[src/rtl/divider.sv]
// rtl/divider.sv - 32/16 signed restoring divider; optional quotient saturation via DIVIDER_OVF_CHECK_EN
module divider (
    input  logic        clk,
    input  logic        rst,
    input  logic        start,
    input  logic [31:0] a,
    input  logic [15:0] b,
    output logic        busy,
    output logic        done,
    output logic [15:0] quotient,
    output logic [15:0] remainder,
    output logic        dz,
    output logic        ovf
);

    localparam logic [1:0] S_IDLE = 2'd0;
    localparam logic [1:0] S_CALC = 2'd1;
    localparam logic [1:0] S_FIX  = 2'd2;
    localparam logic [1:0] S_DONE = 2'd3;

    logic [1:0]  state_q, state_d;
    logic [4:0]  cnt_q, cnt_d;
    logic [31:0] dvd_q, dvd_d;
    logic [15:0] rem_q, rem_d;
    logic [15:0] div_q, div_d;
    logic        neg_q, neg_d;
    logic        sign_a_q, sign_a_d;
    logic [15:0] quotient_q, quotient_d;
    logic [15:0] remainder_q, remainder_d;
    logic        dz_q, dz_d;
    logic        ovf_q, ovf_d;

    logic [31:0] a_mag;
    logic [15:0] b_mag;
    logic [16:0] trial;
    logic        fits;
    logic [15:0] q_fix;
    logic [15:0] r_fix;
    logic        ovf_fix;

    always_comb begin
        a_mag = a[31] ? (32'd0 - a) : a;
        b_mag = b[15] ? (16'd0 - b) : b;
        // Remainder stays below the divisor, so the shifted trial value never exceeds 16 bits of payload
        trial = {rem_q, dvd_q[31]};
        fits  = (trial >= {1'b0, div_q});
        r_fix = sign_a_q ? (16'd0 - rem_q) : rem_q;
`ifdef DIVIDER_OVF_CHECK_EN
        ovf_fix = neg_q ? (dvd_q > 32'h0000_8000) : (dvd_q > 32'h0000_7FFF);
        if (ovf_fix) begin
            q_fix = neg_q ? 16'h8000 : 16'h7FFF;
        end else begin
            q_fix = neg_q ? (16'd0 - dvd_q[15:0]) : dvd_q[15:0];
        end
`else
        ovf_fix = 1'b0;
        q_fix   = neg_q ? (16'd0 - dvd_q[15:0]) : dvd_q[15:0];
`endif
    end

    always_comb begin
        state_d     = state_q;
        cnt_d       = cnt_q;
        dvd_d       = dvd_q;
        rem_d       = rem_q;
        div_d       = div_q;
        neg_d       = neg_q;
        sign_a_d    = sign_a_q;
        quotient_d  = quotient_q;
        remainder_d = remainder_q;
        dz_d        = dz_q;
        ovf_d       = ovf_q;
        case (state_q)
            S_IDLE: begin
                if (start) begin
                    dvd_d    = a_mag;
                    rem_d    = 16'd0;
                    div_d    = b_mag;
                    neg_d    = a[31] ^ b[15];
                    sign_a_d = a[31];
                    cnt_d    = 5'd0;
                    if (b == 16'd0) begin
                        // Divide-by-zero results are written now so they are valid in the DONE cycle
                        quotient_d  = 16'hFFFF;
                        remainder_d = a[15:0];
                        dz_d        = 1'b1;
                        ovf_d       = 1'b0;
                        state_d     = S_DONE;
                    end else begin
                        state_d = S_CALC;
                    end
                end
            end
            S_CALC: begin
                if (fits) begin
                    rem_d = trial[15:0] - div_q;
                end else begin
                    rem_d = trial[15:0];
                end
                dvd_d = {dvd_q[30:0], fits};
                cnt_d = cnt_q + 5'd1;
                if (cnt_q == 5'd31) begin
                    state_d = S_FIX;
                end
            end
            S_FIX: begin
                quotient_d  = q_fix;
                remainder_d = r_fix;
                dz_d        = 1'b0;
                ovf_d       = ovf_fix;
                state_d     = S_DONE;
            end
            default: begin
                state_d = S_IDLE;
            end
        endcase
    end

    always_ff @(posedge clk or posedge rst) begin
        if (rst) begin
            state_q     <= S_IDLE;
            cnt_q       <= 5'd0;
            dvd_q       <= 32'd0;
            rem_q       <= 16'd0;
            div_q       <= 16'd0;
            neg_q       <= 1'b0;
            sign_a_q    <= 1'b0;
            quotient_q  <= 16'd0;
            remainder_q <= 16'd0;
            dz_q        <= 1'b0;
            ovf_q       <= 1'b0;
        end else begin
            state_q     <= state_d;
            cnt_q       <= cnt_d;
            dvd_q       <= dvd_d;
            rem_q       <= rem_d;
            div_q       <= div_d;
            neg_q       <= neg_d;
            sign_a_q    <= sign_a_d;
            quotient_q  <= quotient_d;
            remainder_q <= remainder_d;
            dz_q        <= dz_d;
            ovf_q       <= ovf_d;
        end
    end

    assign busy      = (state_q != S_IDLE);
    assign done      = (state_q == S_DONE);
    assign quotient  = quotient_q;
    assign remainder = remainder_q;
    assign dz        = dz_q;
    assign ovf       = ovf_q;

endmodule

[config.mk]
export PLATFORM = sky130hd
export DESIGN_NAME = divider
export DESIGN_NICKNAME = d
export VERILOG_FILES = /design/src/rtl/divider.sv
export SDC_FILE = /design/constraint.sdc
export NUM_CORES = 1
export LEC_CHECK = 0
export BUFFER_PORTS_ARGS = -buffer_cell sky130_fd_sc_hd__buf_2
export CORE_MARGIN = 2
export CORE_UTILIZATION = 35
export CTS_BUF_LIST = sky130_fd_sc_hd__clkbuf_4
export CTS_CLUSTER_SIZE = 16
export DETAILED_ROUTE_END_ITERATION = 10
export GPL_TIMING_DRIVEN = 0
export PLACE_DENSITY = 0.58
export SYNTH_ARGS = -nofsm -noshare
export SYNTH_HDL_FRONTEND = slang
export SYNTH_SLANG_ARGS = --single-unit
[constraint.sdc]
create_clock -name clk -period 4.1 [get_ports clk]
set_input_delay 0.205 -clock clk [delete_from_list [all_inputs] [get_ports clk]]
set_output_delay 0.205 -clock clk [all_outputs]
set_load 0.02 [all_outputs]
==> Word-level counts from Yosys, hierarchy flattened <==
Cells that the tools add are included.
{ "totals": {"register_bits": 107, "input_bits": 51, "output_inout_bits": 36, "wordCells": 62} }
{ "op_classes": {"addsub": 6, "magnitude_cmp": 1, "n_eq_ne": 7, "mux": 27, "bitwise_logic": 1, "reduce_logical": 9} }
{ "op_table": {"columns": ["cell", "n"], "rows": [
  ["$mux 16", 9],
  ["$pmux 16 s2", 3],
  ["$mux 32", 2],
  ["$pmux 32 s2", 1],
  ["$sub 1x16->16 const A", 3],
  ["$sub 1x32->32 const A", 1],
  ["$ge 17x16->1", 1],
  ["$logic_not 16->1", 1],
  ["$sub 16x16->16", 1],
  ["$pmux 5 s2", 1],
  ["$mux 2", 3],
  ["$ne 2x2->1 const B", 3],
  ["$pmux 2 s3", 1],
  ["$reduce_and 2->1", 3],
  ["$reduce_bool 2->1", 3],
  ["$add 5x1->5 const B", 1],
  ["$eq 5x5->1 const B", 1],
  ["$mux 5", 1],
  ["$eq 2x2->1 const B", 2],
  ["$mux 1", 4],
  ["$pmux 1 s2", 2],
  ["$reduce_and 3->1", 1],
  ["$eq 2x1->1 const B", 1],
  ["$logic_not 2->1", 1],
  ["$xor 1x1->1", 1]
]} }

==> Logic depth before layout (Yosys ltp) <==
Gate-level depths: netlist (run 1).
{ "depth": {"word_depth": 4, "ltp_mapped": 12, "mapped_depth_nobuf": 11} }

==> Worst setup path after synthesis (run 1) <==
No wires, ideal clock.
{ "synth_path": {"kind": "register to register", "start": "register rem_q[2]", "end": "register rem_q[1]", "setup_ns": 0.133, "t_arrival_ns": 2.327, "path_slack_ns": 1.640, "path_stages_with_launch": 11, "path_buffers": 2, "synth_period_minus_slack_ns": 2.460, "path_cell_list": "dfrtp_1 -> ha_1 -> nand3_1 -> a21oi_1 -> nor3_1 -> o311ai_2 -> o21ai_1 -> buf_4 -> buf_2 -> mux2i_1 -> o21ai_0"} }
{ "synth_via": {"elab_chain_cells": 3} }
{ "synth_lines": {"columns": ["item", "line_no", "text"], "rows": [
  ["from (decl)", "24", "logic [15:0] rem_q, rem_d;"],
  ["from (signal assigned)", "136", "rem_q <= rem_d;"],
  ["$ge 17x16->1", "46", "fits = (trial >= {1'b0, div_q});"],
  ["$mux 16", "95", "if (fits) begin"],
  ["$pmux 16 s2", "73", "case (state_q)"]
]} }
No other way between the ends.
A chain may end at the register's enable or synchronous reset.

==> Worst setup path after layout (run 1) <==
Ends and elaborated chain as after synthesis.

==> results.txt, run 1 <==
----------------------------------------------------
[Worst setup path]
  Worst path buffer plus inverter count ... 2
  Crit Path Class ... flip-flop to flip-flop
  Max FO, Critical Path ... 10
  Element type at the critical path start ... flip-flop
  Crit path DAT ... 3430 ps
  Critical Path Sink Type ... flip-flop
  Worst endpoint required time ... 4470 ps
  Critical Path Slowest Stage Cell ... sky130_fd_sc_hd__nor3_1
  Crit-path leading delay family ... simple AND/OR/NAND/NOR gates
  Largest incremental delay on the critical path ... 560 ps
  Ordered cell list for the critical path ... ha_1 > nand3_1 > a21oi_1 > nor3_1 > o311ai_2 > o21ai_1 > buf_4 > buf_2 > mux2i_1 > o21ai_0

[Place]
  Placed standard-cell area ... 7850 sq um
  Total half-perimeter wirelength after legalization and detailed placement ... 14800 um
  Final RePlAce weighted congestion ... 0.840
  Count of buffers inserted at the top-level ports ... 84

[Yosys]
  Cell type with the highest aggregate area in the netlist ... sky130_fd_sc_hd__dfrtp_1
  Number of synthesized flops with an enable pin ... 0
  Number of warnings printed during yosys synthesis ... 0
  Portion of the post-synthesis area used by sequential elements ... 0.375
  Netlist Area Pre-Place ... 7070 sq um
  Main flop type after synthesis ... sky130_fd_sc_hd__dfrtp_1
  Synthesized flop and latch total ... 106
  Post-Syn Nets ... 904
  Number of standard cells after synthesis ... 825
  Portion of synthesized cell area occupied by the leading cell type ... 0.375
  Number of distinct standard cells referenced by the synthesized netlist ... 65
  Ys async rst share ... 1.00
  Average instance area after synthesis ... 8.57 sq um
  Main area contributors after synthesis ... sky130_fd_sc_hd__dfrtp_1 (38%), sky130_fd_sc_hd__o21ai_0 (8.1%), sky130_fd_sc_hd__nand2_1 (6.7%)

[STA]
  Achievable Freq ... 326 MHz
  Final setup violating endpoints ... 0
  Total count of max-transition violations in the final report ... 0
  RSZ-0062 raised after global routing ... false
  Final cycle utilization of the critical path ... 0.749
  Final hold vios ... 0
  Worst rel slew slack ... 0.488
  Slew at the pin with the worst max-slew slack ... 768 ps
  Clk_skew ... 16.6 ps
  Tmin final ... 3070 ps

[Global route]
  Total track usage ... 0.181
  Gr ovfl total ... 0
  Pin count of the biggest net entering global routing ... 60
  Number of global-route vias before repair ... 5823
  Number of antenna violations at the first check in global routing ... 1
  Global-route wire length before repair ... 31000 um

[Floorplanning]
  Initial Utilization ... 0.360
  Width of the die ... 146 um
  I/O pin count ... 87
  Standard-cell row count ... 51
  Area of the die ... 21300 sq um
  Placeable core region ... 19700 sq um
  Vert. Die Dim ... 146 um

[Clocking]
  CTS buffer count ... 9
  Number of H-tree branching levels ... 3
  Worst-path clk slew ... 160 ps
  Clock Sinks ... 106
  Clock latency on the worst-skew pair ... 490 ps
  Number of buffers inserted to repair setup after CTS ... 0
  Maximum number of buffers from clock root to sink ... 2
  CTS Root Cell ... sky130_fd_sc_hd__clkbuf_4
  TritonCTS clock tree ... built

[Routing]
  Overall via count from detail_route ... 6181
  Vias/cell ... 5.16
  Number of nets with antenna violations after detailed routing ... 0
  Drt wl/cell ... 15.9 um
  Final routed wirelength across all metal layers ... 19000 um
  DRC marker count from the first detailed-route iteration ... 432
  First-pass detailed-route iteration total ... 5
  Residual DRC ... 0

[Finish]
  Nets ... 1005
  Post-layout instance area ... 8020 sq um
  Area Overhead vs Synth ... 13.5%
  Filler Cell Count ... 2073
  Ratio of cells with drive above 1 in the final layout ... 0.141

[Job]
  Max-capacitance violation count ... 0

[Power and ir drop]
  Total Power ... 5.85 mW
  PD cells ... 730 nW/um^2
  Standby leakage power ... 3.54 nW
  VDD IR-drop max ... 0.000220 V

[Min path]
  Worst min-delay path category ... primary input to flip-flop

[Status]
  Status ... complete, no violations

----------------------------------------------------
[area by class of cell]
class / instances / area, sq um / share of cell area
flip-flops and latches: 106 / 2650 / 0.331
diodes: 1 / 2.50 / 0.000312
inverters: 36 / 138 / 0.0172
well taps: 265 / 332 / 0.0413
clock buffers: 9 / 67.6 / 0.00842
repair buffers: 90 / 498 / 0.0621
multi-input cells: 639 / 4090 / 0.510
clock inverters: 7 / 51.3 / 0.00640
plain buffers: 44 / 186 / 0.0232
[synthesized netlist by cell type, types with 3 or more instances]
library cell,n
sky130_fd_sc_hd__or2_2,4
sky130_fd_sc_hd__and3_1,5
sky130_fd_sc_hd__a21boi_0,5
sky130_fd_sc_hd__or4_1,7
sky130_fd_sc_hd__o21ai_1,4
sky130_fd_sc_hd__nor2_1,46
sky130_fd_sc_hd__a22o_1,3
sky130_fd_sc_hd__a31oi_1,14
sky130_fd_sc_hd__buf_4,3
sky130_fd_sc_hd__buf_2,8
sky130_fd_sc_hd__o21bai_1,3
sky130_fd_sc_hd__nor4_1,5
sky130_fd_sc_hd__nor3b_1,4
sky130_fd_sc_hd__o41ai_1,5
sky130_fd_sc_hd__o41ai_2,3
sky130_fd_sc_hd__nand2_1,127
sky130_fd_sc_hd__o31ai_1,21
sky130_fd_sc_hd__or3_1,4
sky130_fd_sc_hd__o22a_1,3
sky130_fd_sc_hd__o211ai_1,4
sky130_fd_sc_hd__o21ai_0,114
sky130_fd_sc_hd__inv_1,35
sky130_fd_sc_hd__clkbuf_1,31
sky130_fd_sc_hd__o21a_1,3
sky130_fd_sc_hd__xor2_1,43
sky130_fd_sc_hd__a21oi_1,28
sky130_fd_sc_hd__nand4_1,7
sky130_fd_sc_hd__a32oi_1,3
sky130_fd_sc_hd__mux2i_1,35
sky130_fd_sc_hd__nand3_1,16
sky130_fd_sc_hd__a21o_1,3
sky130_fd_sc_hd__dfrtp_1,106
sky130_fd_sc_hd__nor3_1,14
sky130_fd_sc_hd__ha_1,27
sky130_fd_sc_hd__xnor2_1,37
sky130_fd_sc_hd__nor2b_1,9
[per-layer routing]
| metal | global-route usage | vias up | share of wire |
|---|---|---|---|
| li1 | - | 3124 | - |
| met1 | 0.258 | 2863 | 0.49 |
| met2 | 0.282 | 173 | 0.44 |
| met3 | 0.0306 | 21 | 0.053 |
| met4 | 0.0529 | 0 | 0.014 |
| met5 | 0 | - | 0 |
[where the power goes]
group          leakage, nW  internal (mW)  switching, mW
Sequential            1.29           1.47          0.374
Clock               0.0627          0.128          0.381
Combinational         2.19           1.35           2.15
Total                 3.54           2.95           2.91
[flip-flops by register name, summed over array words and instances, names as in the netlist]
| signal | count |
|---|---|
| dvd_q | 32 |
| remainder | 16 |
| neg_q | 1 |
| state_q | 2 |
| dz | 1 |
| cnt_q | 5 |
| rem_q | 16 |
| div_q | 16 |
| quotient | 16 |
| sign_a_q | 1 |
[kinds of logic (layout without fill, tap and decap cells)]
family / after synthesis / in the layout / synth area share
AND/OR/NAND/NOR: 262 / 262 / 0.175
AO/OA/AOI/OAI: 231 / 231 / 0.201
flip-flops: 106 / 106 / 0.375
XOR/XNOR: 80 / 80 / 0.0991
buffers and inverters: 80 / 186 / 0.0455
multiplexers: 37 / 37 / 0.0528
adder cells (fa/ha/maj): 28 / 28 / 0.0506
other: 1 / 2 / 0.000531
[path summary, 6_finish.rpt]
path	start	slack, ps	depth (start not counted)	end
setup / recovery	rem_q[2]$_DFFE_PP0P_	1030	10	rem_q[1]$_DFFE_PP0P_
hold / removal	b[13]	40	3	div_q[13]$_DFFE_PP0P_
setup reg to reg	rem_q[2]$_DFFE_PP0P_	1030	10	rem_q[1]$_DFFE_PP0P_
hold reg to reg	remainder[7]$_DFFE_PP0P_	490	2	remainder[7]$_DFFE_PP0P_
max in group asynchronous	rst	3070	4	div_q[5]$_DFFE_PP0P_
min in group asynchronous	rst	320	3	remainder[5]$_DFFE_PP0P_
[worst min-delay path: stages]
cell	delay, ps
sky130_fd_sc_hd__buf_2	110
sky130_fd_sc_hd__xor2_1	60
sky130_fd_sc_hd__o21ai_0	120
[metrics by stage]
step | hold slack [ps] | setup TNS [ps] | std cells | utilization | worst slack [ps]
CTS | 4.55 | 0 | 1196 | 0.408 | 1020
finish | 38.5 | 0 | 1197 | 0.408 | 1030
global placement | 446 | -34500 | 1174 | 0.398 | -334
floorplan | 376 | 0 | 825 | - | 1110
global route | 24.7 | 0 | 1197 | 0.408 | 745
detailed placement | 337 | 0 | 1175 | 0.399 | 1040
[layout by cell type, fill, tap and decap left out, drive strengths merged, types with 4 or more instances in the layout]
master | Yosys | routed
o31ai | 22 | 22
nand3 | 16 | 16
and3 | 5 | 5
o41ai | 8 | 8
mux2i | 35 | 35
a21oi | 28 | 28
or2 | 5 | 5
a31oi | 14 | 14
inv | 36 | 38
o211ai | 4 | 4
dlygate4sd3 | 0 | 5
dfrtp | 106 | 106
a21boi | 5 | 5
xor2 | 43 | 43
or4 | 8 | 8
nor4 | 7 | 7
nand4 | 9 | 9
nand2 | 127 | 127
nor2 | 46 | 46
nor3 | 14 | 14
o21ai | 118 | 118
nor3b | 5 | 5
nor2b | 9 | 9
or3 | 4 | 4
clkbuf | 31 | 40
xnor2 | 37 | 37
buf | 13 | 98
ha | 27 | 27
[repair_timing]
item | in CTS | in global routing
resized for setup | 0 | 0
endpoints found under the hold margin | 51 | 0
hold buffers | 5 | 0
endpoints found under the setup margin | 0 | 0
Note: power is estimated with default switching activity, not from simulation.
==> run 2: changes to the inputs <==
==> constraint.sdc (replaced) <==
create_clock -name clk -period 3.1 [get_ports clk]
set_input_delay 0.155 -clock clk [delete_from_list [all_inputs] [get_ports clk]]
set_output_delay 0.155 -clock clk [all_outputs]
set_load 0.02 [all_outputs]
==> run 2 against run 1 <==
Wire length is 0.15% higher. Clock-buffer cell count did not move. Via count increased by 0.29%. First-iteration DRC count increased by 8.1%. Utilization up 0.83 points. Power grew 33%. Largest cell class unchanged. Highest routed layer unchanged.
==> results.txt, run 2 (synthesis results as in run 1) <==
----------------------------------------------------
[Clocking]
  Number of H-tree branching levels ... 3 (unchanged)
  Clock latency on the worst-skew pair ... 490 ps (about the same)
  Worst-path clk slew ... 170 ps (was 160 ps)
  CTS buffer count ... 9 (unchanged)
  CTS Root Cell ... sky130_fd_sc_hd__clkbuf_4 (unchanged)
  Maximum number of buffers from clock root to sink ... 2 (unchanged)
  Clock Sinks ... 106 (unchanged)
  TritonCTS clock tree ... built (unchanged)

[Finish]
  Register with the most flip-flops ... dvd_q (unchanged)
  Most used cells in the layout excluding fill and tap cells ... sky130_fd_sc_hd__nand2_1 (127), sky130_fd_sc_hd__o21ai_0 (114), sky130_fd_sc_hd__dfrtp_1 (106) (unchanged)
  Ratio of cells with drive above 1 in the final layout ... 0.143 (was 0.141)
  Nets ... 1019 (was 1005)
  Post-route insts no fill ... 1211 (was 1197)
  Post-layout instance area ... 8180 sq um (was 8020 sq um)
  Filler Cell Count ... 2069 (was 2073)
  Max reg flops ... 32 (unchanged)
  Fin util ... 0.416 (was 0.408)
  Most common cell after layout, fill and taps aside ... sky130_fd_sc_hd__nand2_1 (unchanged)
  Area Overhead vs Synth ... 15.8% (was 13.5%)

[Worst setup path]
  Reg2reg setup slack ... 250 ps (was 1030 ps)
  Worst Setup SP ... rem_q[7]$_DFFE_PP0P_ (was rem_q[2]$_DFFE_PP0P_)
  Worst Reg-to-Reg Cells ... 10 (unchanged)
  Reg-to-reg startpoint ... rem_q[7]$_DFFE_PP0P_ (was rem_q[2]$_DFFE_PP0P_)
  Crit Path Class ... flip-flop to flip-flop (unchanged)
  Critical Path Sink Type ... flip-flop (unchanged)
  Crit Reg-Reg Endpoint ... rem_q[14]$_DFFE_PP0P_ (was rem_q[1]$_DFFE_PP0P_)
  Element type at the critical path start ... flip-flop (unchanged)
  Worst endpoint required time ... 3480 ps (was 4470 ps)
  Crit path DAT ... 3230 ps (was 3430 ps)
  Max FO, Critical Path ... 10 (unchanged)
  Setup crit end ... rem_q[14]$_DFFE_PP0P_ (was rem_q[1]$_DFFE_PP0P_)

[STA]
  Final hold vios ... 0 (unchanged)
  RSZ-0062 raised after global routing ... false (unchanged)
  Tmin final ... 2850 ps (was 3070 ps)
  Achievable Freq ... 351 MHz (was 326 MHz)
  Total count of max-transition violations in the final report ... 0 (unchanged)
  Worst rel slew slack ... 0.489 (was 0.488)
  Final setup violating endpoints ... 0 (unchanged)
  Final setup TNS ... 0 ps (unchanged)
  Worst hold margin ... 36.6 ps (was 38.5 ps)
  Clk_skew ... 15.7 ps (was 16.6 ps)
  Slew at the pin with the worst max-slew slack ... 766 ps (was 768 ps)
  Final cycle utilization of the critical path ... 0.920 (was 0.749)

[Power and ir drop]
  PD cells ... 949 nW/um^2 (was 730 nW/um^2)
  Standby leakage power ... 3.62 nW (was 3.54 nW)
  VDD IR-drop max ... 0.000290 V (was 0.000220 V)

[Floorplanning]
  Standard-cell row count ... 51 (unchanged)
  Width of the die ... 146 um (unchanged)
  Initial Utilization ... 0.360 (unchanged)
  I/O pin count ... 87 (unchanged)
  Vert. Die Dim ... 146 um (unchanged)
  Area of the die ... 21300 sq um (unchanged)
  Placeable core region ... 19700 sq um (unchanged)

[Global route]
  Number of global-route vias before repair ... 5854 (was 5823)
  Gr ovfl total ... 0 (unchanged)
  Global-route wire length before repair ... 31100 um (was 31000 um)
  Number of antenna violations at the first check in global routing ... 1 (unchanged)
  Total track usage ... 0.181 (about the same)
  Pin count of the biggest net entering global routing ... 60 (unchanged)

[Min path]
  Worst min-delay path category ... primary input to flip-flop (unchanged)

[Place]
  Placed standard-cell area ... 7850 sq um (unchanged)
  Post-Place Cells ... 1175 (unchanged)
  Count of buffers inserted at the top-level ports ... 84 (unchanged)
  Total half-perimeter wirelength after legalization and detailed placement ... 14800 um (unchanged)
  Final RePlAce weighted congestion ... 0.840 (unchanged)

[Routing]
  Overall via count from detail_route ... 6199 (was 6181)
  Number of nets with antenna violations after detailed routing ... 0 (unchanged)
  DRC marker count from the first detailed-route iteration ... 467 (was 432)
  First-pass detailed-route iteration total ... 5 (unchanged)
  Residual DRC ... 0 (unchanged)
  Drt wl/cell ... 15.7 um (was 15.9 um)
  Vias/cell ... 5.12 (was 5.16)
  Final routed wirelength across all metal layers ... 19100 um (was 19000 um)

[Status]
  Status ... complete, no violations (unchanged)

[Job]
  Max-capacitance violation count ... 0 (unchanged)

----------------------------------------------------
-- run 2: layer usage --
layer / GRT usage / part of all wire
met3: 0.0300 / 0.049
met2: 0.283 / 0.44
met4: 0.0529 / 0.014
met1: 0.259 / 0.50
met5: 0 / 0
-- run 2: timing repair --
action,in CTS,in global routing
buffers inserted,0,1
gates resized for setup,0,4
hold buffers,19,0
setup endpoints to repair,0,33
hold endpoints to repair,64,0
-- run 2: per-stage QoR --
step,power (mW),setup slack [ps]
floorplan,5.82,156
global placement,7.04,-1280
detailed placement,7.10,39.1
CTS,7.79,24.9
global route,8.53,15.5
finish,7.77,248
-- run 2: cell type report --
class / count / area (sq um) / area share
Inverter: 36 / 138 / 0.0168
Tap cell: 265 / 332 / 0.0405
Timing Repair Buffer: 105 / 646 / 0.0789
Multi-Input combinational cell: 639 / 4110 / 0.503
Sequential cell: 106 / 2650 / 0.324
Clock buffer: 9 / 67.6 / 0.00826
Buffer: 43 / 183 / 0.0223
Antenna cell: 1 / 2.50 / 0.000306
Clock inverter: 7 / 51.3 / 0.00627
-- run 2: worst max-delay path, stage by stage (launching register included) --
cell and delay (ps):
sky130_fd_sc_hd__dfrtp_1 520, sky130_fd_sc_hd__ha_1 320, sky130_fd_sc_hd__buf_2 170, sky130_fd_sc_hd__nand4_1 140, sky130_fd_sc_hd__or2_1 290, sky130_fd_sc_hd__o41ai_2 430, sky130_fd_sc_hd__o21ai_2 140, sky130_fd_sc_hd__buf_4 210
sky130_fd_sc_hd__buf_2 210, sky130_fd_sc_hd__a32oi_1 210, sky130_fd_sc_hd__o31ai_1 100
-- run 2: power breakdown --
part	switching [mW]	total, mW	internal, mW	leakage [nW]
sequential	0.497	2.44	1.94	1.29
combinational	2.85	4.65	1.81	2.26
clock	0.503	0.673	0.169	0.0627
-- run 2: worst min path at each step --
stage | startpoint | end | slack [ps] | cells after the start
after CTS | a[15] | remainder[15]$_DFFE_PP0P_ | 6 | 3
final | b[7] | div_q[7]$_DFFE_PP0P_ | 40 | 3
after global placement | remainder[7]$_DFFE_PP0P_ | remainder[7]$_DFFE_PP0P_ | 450 | 2
after detailed placement | rst | remainder[3]$_DFFE_PP0P_ | 290 | 2
after floorplan | a[7] | remainder[7]$_DFFE_PP0P_ | 330 | 2
after global routing | b[7] | div_q[7]$_DFFE_PP0P_ | 10 | 3
==> run 3: changes to the inputs <==
--- a/config.mk
+++ b/config.mk
@@ -6,13 +6,15 @@
 export NUM_CORES = 1
 export LEC_CHECK = 0
 export BUFFER_PORTS_ARGS = -buffer_cell sky130_fd_sc_hd__buf_2
+export CELL_PAD_IN_SITES_DETAIL_PLACEMENT = 2
+export CELL_PAD_IN_SITES_GLOBAL_PLACEMENT = 2
 export CORE_MARGIN = 2
 export CORE_UTILIZATION = 35
 export CTS_BUF_LIST = sky130_fd_sc_hd__clkbuf_4
 export CTS_CLUSTER_SIZE = 16
 export DETAILED_ROUTE_END_ITERATION = 10
 export GPL_TIMING_DRIVEN = 0
-export PLACE_DENSITY = 0.58
+export PLACE_DENSITY = 0.84
 export SYNTH_ARGS = -nofsm -noshare
 export SYNTH_HDL_FRONTEND = slang
 export SYNTH_SLANG_ARGS = --single-unit
==> run 3 against run 2 <==
Final area grew 0.54%. Clock skew shrank 2.9 ps. Final cell count shrank 0.17%. Critical path depth shrank 1. Global-route usage grew 5.1 points. Sequential share of layout area shrank 0.13 points. Sequential cell count is the same. Worst setup slack lost 12 ps. Register-to-register slack is essentially flat. Combinational power grew 7.7%.
==> results.txt, run 3 (synthesis results as in run 1) <==
----------------------------------------------------
[Place]
  Placed standard-cell area ... 7850 sq um (unchanged)
  Count of buffers inserted at the top-level ports ... 84 (unchanged)
  Total half-perimeter wirelength after legalization and detailed placement ... 18700 um (was 14800 um)
  Final RePlAce weighted congestion ... 0.893 (was 0.840)

[Clocking]
  Number of H-tree branching levels ... 3 (unchanged)
  TritonCTS clock tree ... built (unchanged)
  CTS buffer count ... 9 (unchanged)
  Maximum number of buffers from clock root to sink ... 2 (unchanged)
  Clock Sinks ... 106 (unchanged)
  CTS Root Cell ... sky130_fd_sc_hd__clkbuf_4 (unchanged)
  Worst-path clk slew ... 160 ps (was 170 ps)
  Number of buffers inserted to repair setup after CTS ... 0 (unchanged)
  Clock latency on the worst-skew pair ... 510 ps (was 490 ps)

[STA]
  Final hold vios ... 0 (unchanged)
  RSZ-0062 raised after global routing ... false (unchanged)
  Tmin final ... 2860 ps (was 2850 ps)
  Achievable Freq ... 349 MHz (was 351 MHz)
  Clk_skew ... 12.7 ps (was 15.7 ps)
  Total count of max-transition violations in the final report ... 0 (unchanged)
  Worst rel slew slack ... 0.429 (was 0.489)
  Final setup violating endpoints ... 0 (unchanged)
  Final cycle utilization of the critical path ... 0.924 (was 0.920)
  Slew at the pin with the worst max-slew slack ... 856 ps (was 766 ps)
  Worst hold margin ... 46.2 ps (was 36.6 ps)

[Worst setup path]
  Critical Path Slowest Stage Cell ... sky130_fd_sc_hd__dfrtp_1 (unchanged)
  Crit path DAT ... 3240 ps (was 3230 ps)
  Max FO, Critical Path ... 19 (was 10)
  Critical Path Sink Type ... flip-flop (unchanged)
  Element type at the critical path start ... flip-flop (unchanged)
  Crit Path Class ... flip-flop to flip-flop (unchanged)
  Ordered cell list for the critical path ... ha_1 > nand3_1 > a21oi_1 > nor3_2 > o311ai_4 > o21ai_2 > buf_4 > mux2i_1 > o21ai_0 (was ha_1 > buf_2 > nand4_1 > or2_1 > o41ai_2 > o21ai_2 > buf_4 > buf_2 > a32oi_1 > o31ai_1)
  Largest incremental delay on the critical path ... 490 ps (was 520 ps)
  Worst endpoint required time ... 3480 ps (about the same)

[Floorplanning]
  Area of the die ... 21300 sq um (unchanged)
  Vert. Die Dim ... 146 um (unchanged)
  Width of the die ... 146 um (unchanged)
  Standard-cell row count ... 51 (unchanged)
  Placeable core region ... 19700 sq um (unchanged)
  Initial Utilization ... 0.360 (unchanged)
  I/O pin count ... 87 (unchanged)

[Routing]
  DRC marker count from the first detailed-route iteration ... 368 (was 467)
  First-pass detailed-route iteration total ... 4 (was 5)
  Residual DRC ... 0 (unchanged)
  Vias/cell ... 5.50 (was 5.12)
  Drt wl/cell ... 20.1 um (was 15.7 um)
  Overall via count from detail_route ... 6651 (was 6199)
  Number of nets with antenna violations after detailed routing ... 0 (unchanged)
  Final routed wirelength across all metal layers ... 24300 um (was 19100 um)

[Finish]
  Post-layout instance area ... 8230 sq um (was 8180 sq um)
  Max reg flops ... 32 (unchanged)
  Most common cell after layout, fill and taps aside ... sky130_fd_sc_hd__nand2_1 (unchanged)
  Most used cells in the layout excluding fill and tap cells ... sky130_fd_sc_hd__nand2_1 (127), sky130_fd_sc_hd__o21ai_0 (114), sky130_fd_sc_hd__dfrtp_1 (103) (was sky130_fd_sc_hd__nand2_1 (127), sky130_fd_sc_hd__o21ai_0 (114), sky130_fd_sc_hd__dfrtp_1 (106))
  Register with the most flip-flops ... dvd_q (unchanged)
  Ratio of cells with drive above 1 in the final layout ... 0.146 (was 0.143)
  Area Overhead vs Synth ... 16.4% (was 15.8%)
  Nets ... 1016 (was 1019)

[Global route]
  Total track usage ... 0.232 (was 0.181)
  Pin count of the biggest net entering global routing ... 56 (was 60)
  Number of global-route vias before repair ... 7146 (was 5854)
  Gr ovfl total ... 0 (unchanged)
  Number of antenna violations at the first check in global routing ... 2 (was 1)
  Global-route wire length before repair ... 39700 um (was 31100 um)

[Power and ir drop]
  Standby leakage power ... 3.64 nW (was 3.62 nW)
  PD cells ... 1000 nW/um^2 (was 949 nW/um^2)
  VDD IR-drop max ... 0.000334 V (was 0.000290 V)

[Status]
  Status ... complete, no violations (unchanged)

[Job]
  Max-capacitance violation count ... 0 (unchanged)

[Min path]
  Worst min-delay path category ... primary input to flip-flop (unchanged)

----------------------------------------------------
## run 3: worst paths after layout
| check | start | to | slack [ps] | depth (start not counted) |
|---|---|---|---|---|
| worst max-delay path | rem_q[2]$_DFFE_PP0P_ | rem_q[5]$_DFFE_PP0P_ | 240 | 9 |
| worst min-delay path | a[7] | remainder[7]$_DFFE_PP0P_ | 50 | 3 |
| worst max register to register | rem_q[2]$_DFFE_PP0P_ | rem_q[5]$_DFFE_PP0P_ | 240 | 9 |
| worst min register to register | remainder[7]$_DFFE_PP0P_ | remainder[7]$_DFFE_PP0P_ | 490 | 2 |
| max in group asynchronous | rst | remainder[11]$_DFFE_PP0P_ | 2100 | 4 |
| min in group asynchronous | rst | remainder[2]$_DFFE_PP0P_ | 290 | 3 |
## run 3: layout make-up
type                       count  area, sq um
fill                        2310        11400
multi-input combinational    639         4150
sequential                   106         2660
timing repair buffer         103          628
tap                          265          332
buffer                        42          178
inverter                      36          138
clock inverter                 7         78.8
clock buffer                   9         67.6
antenna                        2         5.00
## run 3: through the flow
stage / setup TNS (ps) / instances / power, mW / worst slack (ps) / utilization
3_5_place_dp: -15.4 / 1175 / 7.43 / -11.4 / 0.399
6_report: 0 / 1209 / 8.27 / 236 / 0.419
5_1_grt: 0 / 1208 / 9.04 / 22.1 / 0.419
3_3_place_gp: -144600 / 1174 / 7.13 / -1370 / 0.398
2_1_floorplan: 0 / 825 / 5.82 / 156 / -
4_1_cts: 0 / 1209 / 8.24 / 35.8 / 0.416
## run 3: power by group
| group | switching (mW) | total [mW] | internal, mW | leakage (nW) |
|---|---|---|---|---|
| combinational | 3.17 | 5.01 | 1.84 | 2.28 |
| sequential | 0.543 | 2.49 | 1.95 | 1.29 |
| clock | 0.513 | 0.766 | 0.253 | 0.0757 |
| total | 4.23 | 8.27 | 4.04 | 3.64 |
## run 3: routing by layer
metal / up-vias / wire (um) / GRT usage
met4: 0 / 353 / 0.0617
li1: 3139 / - / -
met1: 3344 / 10900 / 0.307
met5: - / 0 / 0
met3: 22 / 989 / 0.0253
met2: 146 / 12000 / 0.405
## run 3: critical path: cells and delay by family (launching register included)
| family | cells | cell delay, ps |
|---|---|---|
| multiplexers | 1 | 240 |
| buffers and inverters | 1 | 330 |
| flip-flops | 1 | 490 |
| AO/OA/AOI/OAI | 4 | 620 |
| AND/OR/NAND/NOR | 2 | 650 |
| adder cells (fa/ha/maj) | 1 | 410 |
## run 3: what timing repair did
| item | in CTS | in global routing |
|---|---|---|
| hold endpoints to repair | 67 | 0 |
| cloned | 0 | 0 |
| endpoints found under the setup margin | 4 | 38 |
| gates resized for setup | 1 | 11 |
| hold buffers | 18 | 0 |
